[src/rtl/ex_divider.sv]
// Multi-cycle DIV/DIVU unit for the EX stage: restoring radix-2 division,
// 32 cycles for a nonzero divisor, 2 cycles to flag a zero divisor.
module ex_divider (
  input  logic        clk,
  input  logic        rst,
  input  logic        div_start,
  input  logic        div_signed,
  input  logic [31:0] dividend,
  input  logic [31:0] divisor,
  input  logic        annul,
  output logic        stallreq_for_ex,
  output logic        result_valid,
  output logic [31:0] quotient,
  output logic [31:0] remainder,
  output logic        div_by_zero
);

  localparam int unsigned W  = 32;
  localparam int unsigned CW = 6;
  localparam int unsigned RW = 2 * W + 1;

  typedef enum logic [1:0] {IDLE, DIVZERO, ON, END} state_t;

  state_t          state, state_nxt;
  logic [CW-1:0]   cnt, cnt_nxt;
  logic [RW-1:0]   work, work_step;
  logic [W:0]      trial;
  logic [W-1:0]    a_mag, b_mag, a_mag_c, b_mag_c;
  logic [W-1:0]    q_raw, r_raw, q_fix, r_fix;
  logic            sign_a, sign_b, signed_op;
  logic            start, finish_div, finish_zero;

  // Operand magnitudes as captured on leaving IDLE
  assign a_mag_c = (div_signed && dividend[W-1]) ? W'(-dividend) : dividend;
  assign b_mag_c = (div_signed && divisor[W-1])  ? W'(-divisor)  : divisor;

  // work[64:32] is the shifted partial remainder; low bits collect quotient bits
  assign trial     = work[RW-1:W] - {1'b0, b_mag};
  assign work_step = trial[W] ? {work[RW-2:0], 1'b0}
                              : {trial[W-1:0], work[W-1:0], 1'b1};
  assign q_raw     = work_step[W-1:0];
  assign r_raw     = work_step[RW-1:W+1];
  assign q_fix     = (signed_op && (sign_a ^ sign_b)) ? W'(-q_raw) : q_raw;
  assign r_fix     = (signed_op && sign_a) ? W'(-r_raw) : r_raw;

  assign stallreq_for_ex = ~rst & div_start & ~annul & (state != END);

  always_comb begin
    state_nxt   = state;
    cnt_nxt     = '0;
    start       = 1'b0;
    finish_div  = 1'b0;
    finish_zero = 1'b0;
    case (state)
      IDLE: begin
        if (div_start) begin
          start     = 1'b1;
          state_nxt = (divisor == '0) ? DIVZERO : ON;
        end
      end
      DIVZERO: begin
        finish_zero = 1'b1;
        state_nxt   = END;
      end
      ON: begin
        if (cnt == CW'(W - 1)) begin
          finish_div = 1'b1;
          state_nxt  = END;
        end else begin
          cnt_nxt = cnt + CW'(1);
        end
      end
      END:     state_nxt = IDLE;
      default: state_nxt = IDLE;
    endcase
    // Flush wins over everything, including a start in IDLE
    if (annul) begin
      state_nxt   = IDLE;
      cnt_nxt     = '0;
      start       = 1'b0;
      finish_div  = 1'b0;
      finish_zero = 1'b0;
    end
  end

  always_ff @(posedge clk or posedge rst) begin
    if (rst) begin
      state <= IDLE;
      cnt   <= '0;
    end else begin
      state <= state_nxt;
      cnt   <= cnt_nxt;
    end
  end

  always_ff @(posedge clk or posedge rst) begin
    if (rst) begin
      work         <= '0;
      a_mag        <= '0;
      b_mag        <= '0;
      sign_a       <= 1'b0;
      sign_b       <= 1'b0;
      signed_op    <= 1'b0;
      quotient     <= '0;
      remainder    <= '0;
      result_valid <= 1'b0;
      div_by_zero  <= 1'b0;
    end else begin
      if (start) begin
        signed_op <= div_signed;
        sign_a    <= dividend[W-1];
        sign_b    <= divisor[W-1];
        a_mag     <= a_mag_c;
        b_mag     <= b_mag_c;
        work      <= {W'(0), a_mag_c, 1'b0};
      end else if (state == ON) begin
        work <= work_step;
      end
      if (finish_div) begin
        quotient  <= q_fix;
        remainder <= r_fix;
      end else if (finish_zero) begin
        quotient  <= '0;
        remainder <= '0;
      end
      result_valid <= finish_div | finish_zero;
      div_by_zero  <= finish_zero;
    end
  end

endmodule
[config.mk]
export PLATFORM = sky130hd
export DESIGN_NAME = ex_divider
export DESIGN_NICKNAME = d
export VERILOG_FILES = /design/src/rtl/ex_divider.sv
export SDC_FILE = /design/constraint.sdc
export NUM_CORES = 1
export LEC_CHECK = 0
export BUFFER_PORTS_ARGS = -buffer_cell sky130_fd_sc_hd__buf_2
export CAP_MARGIN = 20
export CELL_PAD_IN_SITES_DETAIL_PLACEMENT = 2
export CELL_PAD_IN_SITES_GLOBAL_PLACEMENT = 2
export CORE_UTILIZATION = 39
export DETAILED_ROUTE_END_ITERATION = 10
export GPL_TIMING_DRIVEN = 0
export PLACE_DENSITY_LB_ADDON = 0.1
export REMOVE_ABC_BUFFERS = 1
export SLEW_MARGIN = 25
export SYNTH_ARGS = -nofsm -noshare
export SYNTH_HDL_FRONTEND = slang
export SYNTH_SLANG_ARGS = --single-unit
[constraint.sdc]
create_clock -name clk -period 14.2 [get_ports clk]
set_input_delay 0.71 -clock clk [delete_from_list [all_inputs] [get_ports clk]]
set_output_delay 0.71 -clock clk [all_outputs]
set_load 0.03 [all_outputs]
==> out/summary.md <==
The final period utilization is 0.455, and the static leakage is 0.00625 µW. For the count of pins over their slew limit, the log shows 0. Critical path launch point: work[32]$_DFFE_PP0P_.

In this run the mean area of a mapped cell was 8.39 µm². The number of cell rows is 65. After synthesis the netlist holds a flip-flop and latch count of 174. In this run the tool buffered the top-level ports with 135 buffer cells.

In the synthesized netlist the dominant register cell turns out to be dfrtp_1. The synthesized-area fraction occupied by ao, oa, aoi and oai cells works out to 0.221. Basic-gate share of the synthesized area counting and, or, nand and nor cells: 0.189. The run gives 0 as the number of antenna-violating nets in the routed design. Clock-pin slew was measured on the worst setup and hold paths at 0.08 ns. The largest net degree at the start of global routing was 72. The tool flagged a number of max-cap violations equal to 0. The number of different library cells in the post-synthesis netlist was 89; the number of CTS-inserted buffers was 17.

Slew at the pin with the worst max-slew slack: 0.995 ns. The logs give 0.285 for the total global-route track usage and 0 ns for the final sum of negative setup slack. The later-pin clock latency in the skew report was 0.45 ns; the setup violation total in the final timing report was 0.

From synthesis to final layout, the design area changed by 14.6%. The layout has 3,538 filler cells. On the critical path, the stage with the largest delay is an instance of inv_2. At the placement stage, the worst setup path has a slack of 7.57 ns. The startpoint identified for the worst register-to-register timing path is work[32]$_DFFE_PP0P_. On the worst path, the slowest cell contributes a delay of 0.71 ns. The worst setup path is of the reg2reg kind. The final setup skew is 0.00968 ns, and the wire length of the first global-routing pass is 72.4 mm.

The total area inside the core boundary comes to 31,500 µm². The H-tree depth was 4; the total count of hold-check failures in the final report was 0. The Yosys step of the flow raised 0 warnings. In the detailed route, the total length drawn on met3 is 1.54 mm. The cell area power density is 294 nW/µm². The type of element capturing the critical path is a flip-flop.

For the CTS sink count, the log shows 174. The top cell family by delay on the critical path is simple AND/OR/NAND/NOR gates. The logs give 0 for the number of buffers inserted for hold repair after clock tree synthesis and 14,300 µm² for the post-route cell area. The utilization after layout was 0.453.

The die area is 32,600 µm², and the highest clock frequency the design can meet is 155 MHz. The worst register-to-register path ends at remainder[20]$_DFFE_PP0P_. In the layout the commonest cells are 174 x dfrtp_1, 170 x nand2_1, 163 x o21ai_0, 135 x buf_2, 120 x nor2_1. Main combinational cell family by area after synthesis: compound AO/OA/AOI/OAI gates.

Setup repair after global routing left no endpoint under its margin. Measured in cells, the most critical reg-to-reg path has a length of 21. The setup check on the worst reg-to-reg path leaves a slack of 7.73 ns. The die outline width came out at 181 µm.

136 I/O pins were placed. After the last flow step, the layout net total stands at 1,679. The total iterations of the first detailed-routing run is 5. Highest metal layer with signal wires: met5. Summed over all layers, the routed wires come to 46.0 mm. Async set-reset flop share out of synthesis: 1.00. The logs give 33.7 mm for the post-DP HPWL and 12,500 for the number of global-route vias before repair. The sequential cells in the finished layout cover a total of 4350 µm². The peak supply drop is 0.131 mV.

The synthesized-area fraction occupied by xor and xnor cells works out to 0.101. For the setup fix buffers added after clock tree synthesis, the log shows 0. The logs give 14.51 ns for the worst endpoint required time and 0.329 for the worst slew margin relative to its limit. The routed layout has 11,800 vias. The arrival time of the worst setup path came out at 6.78 ns. After layout, the minimum clock period comes to 6.47 ns. The number of antenna violations at the first check in global routing was 5. TritonCTS built the clock tree. The maximum fanout along the worst path is 45. The clock passes through at most 2 buffers.

After synthesis the cells add up to 12,400 µm². The critical path goes through inv_1 > ha_1 > inv_1 > fa_1 > a211oi_4 > o211ai_2 > nand3_2 > a211oi_2 > nor3_4 > nor2_4 > inv_2 > nor2_1 > a21oi_1 > ha_1 > o2111ai_1 > nor3_1 > a2bb2o_4 > nor3_2 > a31oi_1 > xor2_1 > o21ai_0. Register area share after synthesis: 0.350.

The run gives 0 as the residual overflow from global routing. Leaving out fill and tap cells, the most frequent cell in the layout is dfrtp_1. The share of layout cells above drive strength 1 is 0.145. The wire length on met2 was 23.1 mm; the starting density of the core was 0.395.

In the routed design, unresolved DRC markers number 0. The tools report the clock tree root buffer cell as clkbuf_16. The count of flip-flops with a built-in enable after synthesis is 0, and the worst setup margin is 7.73 ns. The adder and majority gate portion of the synthesized area was 0.0429. Post-cts resize count: 0. The run finished with clean final reports.

In this run the cell area measured after placement is 13,600 µm². The share of cell area taken by muxes after synthesis was 0.0473. Total power for the finished layout comes to 4190 µW.

Counting both buffers and inverters, the worst setup path holds a total of 3. Nature of the critical path startpoint: a flip-flop. The multi-input combinational cells in the finished layout cover a total of 7540 µm². In the final routed layout, each cell accounts on average for 23.2 µm.

The detail-routed via count per cell works out to 5.94. The detailed router put a total of 20.2 mm of wire on met1. The die extent in y is 181 µm.

Routability-driven placement finished with a final weighted congestion of 0.895. Synthesis produced 1,482 cells. The worst hold path belongs to the class in2async.

The number of DRC markers in iteration 0 came out at 531.
## cell usage after synthesis (all sizes together), types with 4 or more instances
cell type,number,share of area
dfrtp,174,0.35
nor2b,6,0.0030
a21o,14,0.0086
o31ai,18,0.011
o221ai,4,0.0028
or4,8,0.0051
buf,28,0.014
clkbuf,51,0.015
o41ai,10,0.0070
nand4,10,0.0050
a211o,6,0.0042
and3,5,0.0025
nand4b,4,0.0028
nor4,16,0.0086
a31o,4,0.0028
a21oi,82,0.035
o211ai,9,0.0062
nand3,62,0.025
nand3b,4,0.0024
or2,4,0.0020
a211oi,37,0.024
a31oi,13,0.0070
mux2i,55,0.044
a311oi,4,0.0028
xnor2,78,0.055
and2,15,0.0075
xor2,66,0.046
or3,15,0.0075
nand2b,8,0.0040
inv,64,0.019
nor3,33,0.015
a221oi,5,0.0054
nor2,122,0.037
a41oi,4,0.0028
ha,41,0.041
a21boi,8,0.0051
o21ai,173,0.070
nand2,173,0.052
o21a,8,0.0048
## area by class of cell
type / instances / area share
well taps: 402 / 0.0353
clock buffers: 17 / 0.0298
clock inverters: 15 / 0.0147
inverters: 64 / 0.0174
flip-flops and latches: 174 / 0.306
diodes: 3 / 0.000527
multi-input cells: 1165 / 0.529
repair buffers: 146 / 0.0676
## power by group
part,total (µW),internal (µW),switching (µW)
Clock,528,298,230
Sequential,826,643,182
Combinational,2830,1010,1830
## per-stage QoR
step / instances / hold WS, ns
after floorplan: 1403 / 0.433
after global placement: 1940 / 0.456
after detailed placement: 1951 / 0.469
after CTS: 1983 / 0.279
after global routing: 1985 / 0.295
final: 1986 / 0.276
## worst register-to-register path, delay by kind of cell (launching register included)
kind            cells  cell delay (ns)
fa+ha+maj           3             1.06
compound gates      8             1.73
buf+inv             3             0.85
flops               1             0.44
xor+xnor            1             0.29
simple gates        6             1.96
## registers in the layout, summed over array words and instances (netlist names), 2 cells and up
name	flops
work	65
b_mag	32
quotient	32
remainder	32
cnt	6
state	2
## routing by layer
layer  track usage  vias to the layer above
met5             0                        -
met4        0.0940                        4
met3        0.0430                       70
met2         0.498                      229
met1         0.360                     6021
li1              -                     5464
## logic make-up after synthesis
| family | Yosys count |
|---|---|
| AOI/OAI and AO/OA | 425 |
| muxes | 58 |
| and+or+nand+nor | 496 |
| buffers and inverters | 143 |
| DFF | 174 |
| xor gates and xnor gates | 144 |
| adders and majority gates | 42 |
## worst max path at each step
stage | cells past startpoint | endpoint
after floorplan | 7 | remainder[28]$_DFFE_PP0P_
after global placement | 7 | remainder[21]$_DFFE_PP0P_
after detailed placement | 21 | remainder[20]$_DFFE_PP0P_
after CTS | 21 | remainder[20]$_DFFE_PP0P_
after global routing | 21 | remainder[26]$_DFFE_PP0P_
final | 21 | remainder[20]$_DFFE_PP0P_
(Power assumes the default switching activity.)
